[config.mk]
export PLATFORM = sky130hd
export DESIGN_NAME = chk_table_ram
export DESIGN_NICKNAME = d
export VERILOG_FILES = /design/src/rtl/chk_table_ram.sv
export SDC_FILE = /design/constraint.sdc
export NUM_CORES = 2
export LEC_CHECK = 0
export BUFFER_PORTS_ARGS = -buffer_cell sky130_fd_sc_hd__buf_2
export CAP_MARGIN = 0
export CORE_MARGIN = 1
export CORE_UTILIZATION = 45
export CTS_BUF_LIST = sky130_fd_sc_hd__clkbuf_8
export CTS_CLUSTER_DIAMETER = 40
export CTS_CLUSTER_SIZE = 14
export DETAILED_ROUTE_END_ITERATION = 10
export GPL_ROUTABILITY_DRIVEN = 0
export GPL_TIMING_DRIVEN = 0
export SYNTH_ARGS = -nofsm -noshare
export SYNTH_HDL_FRONTEND = slang
export SYNTH_MEMORY_MAX_BITS = 65536
export SYNTH_SLANG_ARGS = --single-unit
[constraint.sdc]
create_clock -name clk_i -period 6.9 [get_ports clk_i]
set_input_delay 0 -clock clk_i [delete_from_list [all_inputs] [get_ports clk_i]]
set_output_delay 0 -clock clk_i [all_outputs]
set_load 0.01 [all_outputs]
[src/rtl/chk_table_ram.sv]
// -----------------------------------------------------------------------------
// chk_table_ram
//   Expected-store table: DEPTH x W, synchronous write, asynchronous read so
//   the checker can compare a store against the entry at its pointer in the
//   same cycle (maps to distributed RAM).
// Ports:
//   clk_i    write clock, rising edge
//   we_i     write enable
//   waddr_i  write index
//   wdata_i  write data
//   raddr_i  read index
//   rdata_o  read data (combinational)
// -----------------------------------------------------------------------------
module chk_table_ram #(
    parameter int unsigned DEPTH = 64,
    parameter int unsigned IDX_W = 6,
    parameter int unsigned W     = 65
) (
    input  logic             clk_i,
    input  logic             we_i,
    input  logic [IDX_W-1:0] waddr_i,
    input  logic [W-1:0]     wdata_i,
    input  logic [IDX_W-1:0] raddr_i,
    output logic [W-1:0]     rdata_o
);

    logic [W-1:0] mem_q [DEPTH];

    // No reset: contents survive reset so a run can be repeated without reload.
    always_ff @(posedge clk_i) begin
        if (we_i) begin
            mem_q[waddr_i] <= wdata_i;
        end
    end

    assign rdata_o = mem_q[raddr_i];

endmodule

Word level (Yosys, flattened, before mapping)
Memory sizes are Yosys's and may differ from the RTL's.
Index checks and enable logic that the tools add are counted.
{"block": "totals", "memories": 1, "elab_cells": 3, "inputBits": 79, "register_bits": 0, "mem_bits_rw": 4160, "out_inout_bits": 65}
{"block": "classes", "mux": 2}
{"name": "mem_q", "words": 64, "width": 65, "read_ports": 1, "rd_ports_with_merged_regs": 0, "write_ports": 1, "line": "27", "text": "logic [W-1:0] mem_q [DEPTH];"}
{"operator": "$mux 1", "n": 2}

Longest topological paths before layout
{"block": "depth", "word_depth": 2, "ltp_mapped": 9, "mapped_depth_nobuf": 4}

Least setup slack after synthesis
No wires, ideal clock.
{"block": "synth_path", "path_type": "input port to flip-flop", "startpoint": "in waddr_i[3]", "endpoint": "mem mem_q[48][0] (enable)", "required_ps": 6332, "stages": 4, "path_buffers": 1, "setup_slack_ps": 1394, "setup_time_ps": 568, "arrival_time_ps": 4939, "cell_sequence": "clkbuf_1 -> nor2b_1 -> nand4b_1 -> nor3_1"}
{"item": "start: declaration", "line": "21", "text": "input logic [IDX_W-1:0] waddr_i,"}
{"item": "end: declaration", "line": "27"}
Straight into the memory's write port.

Final worst setup path
{"block": "layout_path", "startpoint": "in raddr_i[3]", "endpoint": "out rdata_o[40]"}
{"block": "layout_via", "elab_chain_cells": 1}
{"item": "start: declaration", "line": "23", "text": "input logic [IDX_W-1:0] raddr_i,"}
{"item": "$mem_v2 64x65"}
{"item": "end: declaration", "line": "24", "text": "output logic [W-1:0] rdata_o"}
Every way passes these cells.

==> summary.md <==
| Metric | Value |
|---|---|
| Placement Rows | 216 |
| WL final | 528 mm |
| WHS Endpoint | mem_q[44][48] |
| Place WS | 2310 ps |
| Pre-antenna DRT Iters | 8 |
| Register area share after synthesis | 0.796 |
| Pwr/cell area | 282 nW/µm² |
| Total Power | 0.0515 W |
| Status | complete, but fails checks |
| Die Span X | 593 µm |
| WHS Path Cells | 2 |
| Filler cell count | 26500 |
| Inst Count DP | 11500 |
| Lkg Pwr | 57.0 nW |
| Comb pwr share | 0.058 |
| Post-route ant nets | 0 |
| Synth-to-Final Area Change | 16.2% |
| CTS tree | yes |
| Crit-path cells | buf_2, clkbuf_1, nor2b_1, buf_2, clkbuf_1, a22oi_1, nand3b_1, o211a_1, buf_2 |
| Critical path arrival | 4750 ps |
| Startpoint types | input port |
| Post-CTS Resized | 0 |
| P_sw | 0.0121 W |
| Hold Crit Class | in2reg |
| Net count after synthesis | 6620 |
| Final setup viols | 0 |
| CP Launch Point | raddr_i[3] |
| WL/cell | 41.9 µm |
| Most common cell after layout, fill and taps aside | edfxtp_1 |
| Critical Path RT | 6900 ps |
| Vias in the first global route | 80700 |
| Die area | 351000 µm² |
| Io pins | 144 |
| Int Pwr | 0.0393 W |
| Die Y | 593 µm |
| Setup tns final | 0 ps |
| Final WS setup | 2150 ps |
| Gr usage total | 0.300 |
| Starting Density | 0.453 |
| Clock sinks | 4160 |
| Initial antenna violation count | 39 |
| Slew Limit Fails | 87 |
| CTS Root Cell | clkbuf_8 |
| CTS clk-pin slew, worst paths | 80 ps |
| CP Capture Type | output port |
| Iter 0 DRT Violations | 13300 |
| Post-layout min period | 4750 ps |
| DP Wirelength | 354 mm |
| Netlist cell types | 26 |
| Most frequent cells in the layout | 4160 x edfxtp_1, 1040 x mux4_2, 533 x clkbuf_8 |
| Biggest register | mem_q |
| Crit share post-route | 0.688 |
| Via density | 6.50 |
| Slew HR | -0.0316 |
| H-tree depth | 6 |
| CP Max Fanout | 10 |
| Nets | 7650 |
| Final hold vios | 0 |
| RSZ-0062 raised after global routing | no |
| Switching Share | 0.236 |
| DR vias | 82000 |
| HP Start | wdata_i[48] |
| Gr ovfl total | 0 |
| Global-route wire length before repair | 697 mm |
| Critical path type | in2out |
| Share of layout cells above drive strength 1 | 0.329 |
| Number of synthesized register bits | 4160 |
| Max Cap Viol | 5 |
| Clock power share | 0.399 |
| Sequential share of power | 0.544 |
| Largest registers | mem_q: 4160 flops |
| Violated checks | capacitance limit, slew limit |
| Final Non-Filler Cells | 12600 |
| Crit path largest cell delay | 960 ps |
| Slowest cell on the critical path | buf_2 |
| Crit path top cell by count | buf_2 |
| Peak supply drop | 0.213 mV |
| Post-Synthesis Cells | 6541 |
| Synth Warn # | 0 |
| Worst Tran Pin Value | 1550 ps |
| Synthesized cell area | 157000 µm² |
| Port Buf Inserts | 136 |
| Cts bufs inserted | 526 |
| Max reg flops | 4160 |
| Synth Area per Inst | 24.0 µm² |
| Clock buffer depth | 4 |
| Residual DRC | 0 |
| Fmax | 211 MHz |
| Core area | 347000 µm² |
| Largest net degree at the start of global routing | 65 |
[how the worst max path moves through the flow]
stage | endpoint | slack, ps | cells after the start
2_1_floorplan | mem_q[48][0] | 1390 | 4
3_3_place_gp | mem_q[48][26] | -7190 | 4
3_5_place_dp | rdata_o[40] | 2310 | 9
4_1_cts | rdata_o[40] | 2290 | 9
5_1_grt | rdata_o[13] | 2260 | 9
6_report | rdata_o[40] | 2150 | 9
[synthesized netlist by cell type]
cell type | number | area [µm²]
nand4b_1 | 1 | 8.76
buf_4 | 37 | 278
nand3b_1 | 25 | 188
o22ai_1 | 130 | 813
edfxtp_1 | 4160 | 125000
nand3_1 | 115 | 576
o211a_1 | 65 | 651
buf_1 | 18 | 67.6
mux2i_1 | 103 | 1030
clkbuf_1 | 120 | 450
or3_1 | 3 | 18.8
a211oi_1 | 65 | 488
nor2_1 | 112 | 420
nand2_1 | 8 | 30.0
buf_6 | 16 | 180
and2_1 | 3 | 18.8
nand4_1 | 2 | 12.5
nand2b_1 | 9 | 56.3
or3b_2 | 4 | 35.0
nor2b_1 | 9 | 56.3
o221ai_1 | 46 | 403
nor3_1 | 2 | 10.0
a22oi_1 | 260 | 1950
buf_2 | 186 | 931
mux4_2 | 1040 | 23400
or2_2 | 2 | 12.5
[logic make-up (layout without fill, tap and decap cells)]
kind of cell / Yosys count / after routing / synth area share
AOI/OAI and AO/OA: 566 / 566 / 0.0274
other: 0 / 21 / 0
buffers and inverters: 377 / 1845 / 0.0121
muxes: 1143 / 1143 / 0.156
and+or+nand+nor: 295 / 295 / 0.00919
DFF: 4160 / 4160 / 0.796
[metrics by stage]
step	hold slack, ps	util	instance area [µm²]
2_1_floorplan	98.9	-	157000
3_5_place_dp	747	0.489	169000
6_report	5.60	0.526	182000
3_3_place_gp	685	0.471	163000
4_1_cts	0.452	0.526	182000
5_1_grt	-2.35	0.526	182000
[routing by layer]
metal,vias up,wire length [µm],track usage,share of wire
li1,30700,-,-,-
met1,44200,187000,0.387,0.35
met2,5878,247000,0.470,0.47
met3,1166,65000,0.0884,0.12
met4,26,28600,0.141,0.054
met5,-,217,0,0.00041
[power by group through the flow]
stage | clock network, W | logic [W] | registers, W
detailed placement | 0 | 0.00289 | 0.0286
global placement | 0 | 0.00276 | 0.0286
CTS | 0.0206 | 0.00294 | 0.0280
global route | 0.0216 | 0.00305 | 0.0280
floorplan | 0 | 0.00135 | 0.0286
finish | 0.0205 | 0.00298 | 0.0280
[worst max-delay path, delay by kind of cell]
family                 cells  cell delay [ps]
buffers and inverters      5             2530
and+or+nand+nor            2             1470
AOI/OAI and AO/OA          2              700
[layout make-up]
type	count	area (µm²)	share of cell area
Tap cell	4578	5730	0.0314
Antenna cell	21	52.6	0.000288
Clock buffer	533	7340	0.0402
Sequential cell	4160	125000	0.685
Buffer	377	1930	0.0106
Clock inverter	433	4640	0.0254
Multi-Input combinational cell	2004	30700	0.168
Timing Repair Buffer	502	7190	0.0394
[what timing repair did]
action | in CTS | in global routing
hold buffers | 92 | 2
hold endpoints to repair | 4644 | 32
buffers inserted | 0 | 0
No activity file was read; power rests on OpenSTA's default activity.
